## config.mk

```make
export PLATFORM = sky130hd
export DESIGN_NAME = punc_debug_dump_flat
export DESIGN_NICKNAME = d
export VERILOG_FILES = /design/src/rtl/punc_debug_dump_pkg.sv /design/src/rtl/punc_debug_dump_if.sv /design/src/rtl/punc_debug_dump.sv /design/src/flat_wrapper.sv
export SDC_FILE = /design/constraint.sdc
export NUM_CORES = 1
export LEC_CHECK = 0
export ABC_AREA = 1
export ABC_CLOCK_PERIOD_IN_PS = 4600
export CAP_MARGIN = 20
export CORE_ASPECT_RATIO = 0.8
export CORE_UTILIZATION = 30
export CTS_BUF_LIST = sky130_fd_sc_hd__clkbuf_16
export DETAILED_ROUTE_END_ITERATION = 8
export GPL_ROUTABILITY_DRIVEN = 1
export PLACE_DENSITY = 0.53
export SLEW_MARGIN = 0
export SYNTH_ARGS = -nofsm -noshare
export SYNTH_HDL_FRONTEND = slang
export SYNTH_SLANG_ARGS = --single-unit
```

## constraint.sdc

```tcl
create_clock -name clk -period 4.6 [get_ports clk]
set_input_delay 0.92 -clock clk [delete_from_list [all_inputs] [get_ports clk]]
set_output_delay 0.92 -clock clk [all_outputs]
set_load 0.02 [all_outputs]
```

## src/rtl/punc_debug_dump_pkg.sv

```systemverilog
// Shared constants for the PUnC debug snapshot engine: stream tags, FSM states,
// dump sections and the END-word payload helper.
package punc_dbg_pkg;

   typedef logic [1:0] tag_t;

   localparam tag_t TAG_PC  = 2'd0;
   localparam tag_t TAG_RF  = 2'd1;
   localparam tag_t TAG_MEM = 2'd2;
   localparam tag_t TAG_END = 2'd3;

   localparam logic [1:0] IDLE  = 2'd0;
   localparam logic [1:0] FETCH = 2'd1;
   localparam logic [1:0] SEND  = 2'd2;
   localparam logic [1:0] DONE  = 2'd3;

   // Sections share the tag encoding so the tag is captured straight from the section.
   localparam logic [1:0] SEC_PC  = TAG_PC;
   localparam logic [1:0] SEC_RF  = TAG_RF;
   localparam logic [1:0] SEC_MEM = TAG_MEM;
   localparam logic [1:0] SEC_END = TAG_END;

   function automatic logic [15:0] end_payload(input int rf_regs, input logic [15:0] mem_count);
      return 16'(1 + rf_regs) + mem_count;
   endfunction

endpackage

```

## src/rtl/punc_debug_dump_if.sv

```systemverilog
// Tagged valid/ready word stream leaving the debug dump engine.
interface punc_debug_dump_if #(parameter int WORD_W = 16);
   import punc_dbg_pkg::*;

   logic              valid;
   logic              ready;
   logic [WORD_W-1:0] data;
   tag_t              tag;
   logic              last;

   modport master (output valid, data, tag, last, input ready);
   modport slave  (input valid, data, tag, last, output ready);

endinterface

```

## src/rtl/punc_debug_dump.sv

```systemverilog
// Walks PC, register file and a memory window through the processor debug
// ports and streams each value as a tagged word, closed by an END count word.
module punc_debug_dump
   import punc_dbg_pkg::*;
#(
   parameter  int WORD_W  = 16,
   parameter  int RF_REGS = 8,
   localparam int RF_AW   = (RF_REGS > 1) ? $clog2(RF_REGS) : 1
) (
   input  logic              clk,
   input  logic              rst,
   input  logic              start,
   input  logic [15:0]       mem_base,
   input  logic [15:0]       mem_count,
   output logic              busy,
   output logic              done,
   input  logic [WORD_W-1:0] pc_debug_data,
   output logic [RF_AW-1:0]  rf_debug_addr,
   input  logic [WORD_W-1:0] rf_debug_data,
   output logic [15:0]       mem_debug_addr,
   input  logic [WORD_W-1:0] mem_debug_data,
   punc_debug_dump_if.master strm
);

   localparam logic [RF_AW-1:0] RF_LAST = RF_AW'(RF_REGS - 1);

   logic [1:0]        state;
   logic [1:0]        section;
   logic [RF_AW-1:0]  rf_idx;
   logic [15:0]       addr_ptr;
   logic [15:0]       remaining;
   logic [WORD_W-1:0] word_total;
   logic [WORD_W-1:0] src_data;

   logic              valid_q;
   logic [WORD_W-1:0] data_q;
   tag_t              tag_q;
   logic              last_q;

   assign busy           = (state == FETCH) || (state == SEND);
   assign done           = (state == DONE);
   assign rf_debug_addr  = rf_idx;
   assign mem_debug_addr = addr_ptr;

   assign strm.valid = valid_q;
   assign strm.data  = data_q;
   assign strm.tag   = tag_q;
   assign strm.last  = last_q;

   always_comb begin
      src_data = word_total;
      case (section)
         SEC_PC:  src_data = pc_debug_data;
         SEC_RF:  src_data = rf_debug_data;
         SEC_MEM: src_data = mem_debug_data;
         default: src_data = word_total;
      endcase
   end

   always_ff @(posedge clk or negedge rst) begin
      if (!rst) begin
         state      <= IDLE;
         section    <= SEC_PC;
         rf_idx     <= '0;
         addr_ptr   <= '0;
         remaining  <= '0;
         word_total <= '0;
         valid_q    <= 1'b0;
         data_q     <= '0;
         tag_q      <= TAG_PC;
         last_q     <= 1'b0;
      end else begin
         case (state)
            IDLE: begin
               if (start) begin
                  addr_ptr   <= mem_base;
                  remaining  <= mem_count;
                  word_total <= WORD_W'(end_payload(RF_REGS, mem_count));
                  rf_idx     <= '0;
                  section    <= SEC_PC;
                  state      <= FETCH;
               end
            end
            FETCH: begin
               data_q  <= src_data;
               tag_q   <= section;
               last_q  <= (section == SEC_END);
               valid_q <= 1'b1;
               state   <= SEND;
            end
            SEND: begin
               if (strm.ready) begin
                  valid_q <= 1'b0;
                  last_q  <= 1'b0;
                  state   <= FETCH;
                  case (section)
                     SEC_PC: section <= SEC_RF;
                     SEC_RF: begin
                        if (rf_idx == RF_LAST)
                           section <= (remaining != 16'd0) ? SEC_MEM : SEC_END;
                        else
                           rf_idx <= rf_idx + RF_AW'(1);
                     end
                     SEC_MEM: begin
                        // addr_ptr wraps naturally at 16 bits
                        addr_ptr  <= addr_ptr + 16'd1;
                        remaining <= remaining - 16'd1;
                        if (remaining == 16'd1) section <= SEC_END;
                     end
                     default: state <= DONE;
                  endcase
               end
            end
            default: state <= IDLE;
         endcase
      end
   end

endmodule
```

## src/flat_wrapper.sv

```systemverilog
// flat-port wrapper written by rule: the top's interface ports become plain ports
module punc_debug_dump_flat import punc_dbg_pkg::*;
#(
   parameter  int WORD_W  = 16,
   parameter  int RF_REGS = 8,
   localparam int RF_AW   = (RF_REGS > 1) ? $clog2(RF_REGS) : 1
)
  (clk, rst, start, mem_base, mem_count, busy, done, pc_debug_data, rf_debug_addr, rf_debug_data, mem_debug_addr, mem_debug_data, strm_valid, strm_data, strm_tag, strm_last, strm_ready);
  punc_debug_dump_if #(.WORD_W(WORD_W)) strm_i ();
  input  logic clk;
  input  logic rst;
  input  logic start;
  input  logic [15:0] mem_base;
  input  logic [15:0] mem_count;
  output logic busy;
  output logic done;
  input  logic [WORD_W-1:0] pc_debug_data;
  output logic [RF_AW-1:0] rf_debug_addr;
  input  logic [WORD_W-1:0] rf_debug_data;
  output logic [15:0] mem_debug_addr;
  input  logic [WORD_W-1:0] mem_debug_data;
  output wire logic [$bits(strm_i.valid)-1:0] strm_valid;
  output wire logic [$bits(strm_i.data)-1:0] strm_data;
  output wire logic [$bits(strm_i.tag)-1:0] strm_tag;
  output wire logic [$bits(strm_i.last)-1:0] strm_last;
  input wire logic [$bits(strm_i.ready)-1:0] strm_ready;
  assign strm_valid = strm_i.valid;
  assign strm_data = strm_i.data;
  assign strm_tag = strm_i.tag;
  assign strm_last = strm_i.last;
  assign strm_i.ready = strm_ready;
  punc_debug_dump #(.WORD_W(WORD_W), .RF_REGS(RF_REGS)) u_core (.clk(clk), .rst(rst), .start(start), .mem_base(mem_base), .mem_count(mem_count), .busy(busy), .done(done), .pc_debug_data(pc_debug_data), .rf_debug_addr(rf_debug_addr), .rf_debug_data(rf_debug_data), .mem_debug_addr(mem_debug_addr), .mem_debug_data(mem_debug_data), .strm(strm_i));
endmodule
```

==> qor.csv <==
metric,value,unit
Synth Instances,705,
final cycle utilization of the critical path,0.6131,
Pre-antenna DRT Iters,4,
CP max stage delay,0.69,ns
fin area,0.006593,sq mm
PwrDens,641.8,mW/mm^2
post-synthesis sequential area ratio,0.3838,
Vias,4962,
largest net degree at the start of global routing,76,
Final min period,2.820,ns
detailed placement HPWL,10580,microns
clock sink count,75,
Placed Area,0.006256,sq mm
CTS tree,done,
worst slew pin tran,0.8508,ns
"commonest non-fill, non-tap cell in the layout",nand2_1,
H-tree depth,3,
final hold vios,0,
final wirelength,14300,microns
share of cells above drive strength 1,0.05739,
fin. max-slew vios,0,
GR Overflow Total,0,
synth unique cells,40,
unrepaired setup endpoints after global routing,false,
hold_ws,0.4817,ns
Syn. warnings,0,
worst setup path startpoint,u_core.section[0],
Num CTS Buffers,9,
Die Wd,144.7,microns
CP max stage cell,ha_1,
fmax,354.6,MHz
I/O pins,125,
area of the multi-input gates,0.002603,sq mm
setup ws final,1.780,ns
Area Overhead vs Synth,34.83,%
Die Ht,116.2,microns
crit path to,u_core.remaining[5],
DP Worst Slack,1.707,ns
arrival time worst endpoint,3.03,ns
total power,0.004231,W
Clock Path Buffers,2,
Core Area,0.01585,sq mm
clock latency at the later pin of the worst-skew pair,0.34,ns
I/O Buffers,124,
number of vias per cell,4.799,
GRT Resource Usage Total,0.1765,
max-cap check violation count,0,
clock root buffer,clkbuf_16,
setup TNS,0,ns
DRC,0,
initial core utilization,0.3085,
critical path type,reg2reg,
average cell area after synthesis,6.936,sq um
final net count,914,
Antenna Nets Post-Route,0,
Setup Skew,0.006527,ns
Synthesized Nets,805,
relative slew slack,0.4328,
global placement routability congestion,0.8817,
CTS Hold Buffers Added,0,
hold crit path type,reg2reg,
VDD IR-drop max,0.2028,mV
reg2reg setup slack,1.78,ns
worst path cell trace,"inv_1, ha_1, or2_1, nand2_2, nor2_4, buf_4, o21ai_0, nand2_1, o21ai_1",
reg-to-reg startpoint,u_core.section[0],
Worst Setup Start Kind,flip-flop,
CP endpoint kind,flip-flop,
post_cts resized,0,
DR WL/cell,13.83,microns
n_diodes,0,
status,"complete, no violations",
"flops & latches, synth",75,
register area,0.001877,sq mm
critical path data required time,4.81,ns
initial antenna violation count,0,
vias in the first global route,4734,
Iter 0 DRT Violations,322,
Leak,2.976,nW
row cnt,41,
Synth Cell Area,0.004890,sq mm
Filler Cell Count,1633,
Final Setup Violations,0,
global-route wire length before repair,23330,microns
maximum fanout along the worst path,22,
most frequent cells in the layout,"217 x nand2_1, 123 x clkdlybuf4s50_1, 78 x nor2_1",
Post-CTS Setup Bufs,0,
reg2reg path depth,9,
Worst-path clk slew,0.06,ns
full die area,0.01682,sq mm
Reg-to-Reg End,u_core.remaining[5],
==> power by group <==
| part | switching (W) | internal, W |
|---|---|---|
| clock network | 0.000280 | 0.000468 |
| logic | 0.00135 | 0.000875 |
| registers | 0.000270 | 0.000983 |
==> cell type report <==
cell class,count,area share
clock buffers,9,0.03416
clock inverters,7,0.01272
inverters,65,0.03739
multi-input cells,535,0.3948
flip-flops and latches,75,0.2847
well taps,215,0.04080
repair buffers,128,0.1955
==> registers in the layout, indices dropped and copies added (netlist names) <==
signal / cells
u_core.strm.valid: 1
u_core.word_total: 16
u_core.strm.last: 1
u_core.section: 2
u_core.strm.tag: 2
u_core.mem_debug_addr: 16
u_core.state: 2
u_core.rf_debug_addr: 3
u_core.remaining: 16
u_core.strm.data: 16
==> kinds of logic (layout without fill, tap and decap cells) <==
group | count (synthesis) | in the layout | share of synthesized area
AND/OR/NAND/NOR | 389 | 389 | 0.3324
AO/OA/AOI/OAI | 124 | 124 | 0.1476
buffers and inverters | 95 | 209 | 0.08444
flip-flops | 75 | 75 | 0.3838
adder cells (fa/ha/maj) | 16 | 16 | 0.04094
XOR/XNOR | 6 | 6 | 0.01075
==> stage by stage <==
| stage | utilization | instances |
|---|---|---|
| 2_1_floorplan | - | 705 |
| 3_3_place_gp | 0.3947 | 1017 |
| 3_5_place_dp | 0.3947 | 1017 |
| 4_1_cts | 0.4142 | 1033 |
| 5_1_grt | 0.4159 | 1034 |
| 6_report | 0.4159 | 1034 |
==> cells in the mapped netlist, drive strengths merged <==
cell,count,area share
o211ai,2,0.0041
nor2b,1,0.0013
nand3b,1,0.0015
nand2,219,0.17
nand4,13,0.017
clkinv,2,0.0015
o22ai,4,0.0077
clkbuf,14,0.011
nor2,85,0.071
a32oi,1,0.0018
xnor2,1,0.0018
a31oi,6,0.0090
o31ai,1,0.0015
a22oi,2,0.0051
dfrtp,75,0.38
nand3,57,0.058
or2,1,0.0013
ha,16,0.041
xor2,5,0.0090
a21oi,51,0.057
o21a,2,0.0031
buf,16,0.023
inv,63,0.049
o21ai,55,0.059
nor3,12,0.013
==> critical path, delay by kind of cell (launching register included) <==
family,cells,cell delay (ns)
flops,1,0.43
compound gates,2,0.18
buf+inv,2,0.48
simple gates,4,0.88
fa+ha+maj,1,0.69
==> layer usage <==
layer	vias up	routed length, microns	GRT usage
met3	14	585	0.03403
met2	99	6346	0.2744
met5	-	0	0
li1	2506	-	-
met1	2343	7200	0.2515
met4	0	168	0.04211
==> how the worst min path moves through the flow <==
stage	from	to	slack [ns]	depth (start not counted)
floorplan	u_core.remaining[9]	u_core.remaining[9]	0.45	2
global placement	u_core.remaining[9]	u_core.remaining[9]	0.46	2
detailed placement	u_core.remaining[9]	u_core.remaining[9]	0.47	2
CTS	u_core.remaining[9]	u_core.remaining[9]	0.49	2
global route	rst	u_core.mem_debug_addr[12]	0.52	1
finish	u_core.remaining[9]	u_core.remaining[9]	0.48	2
Power figures use the tool's default switching activity.
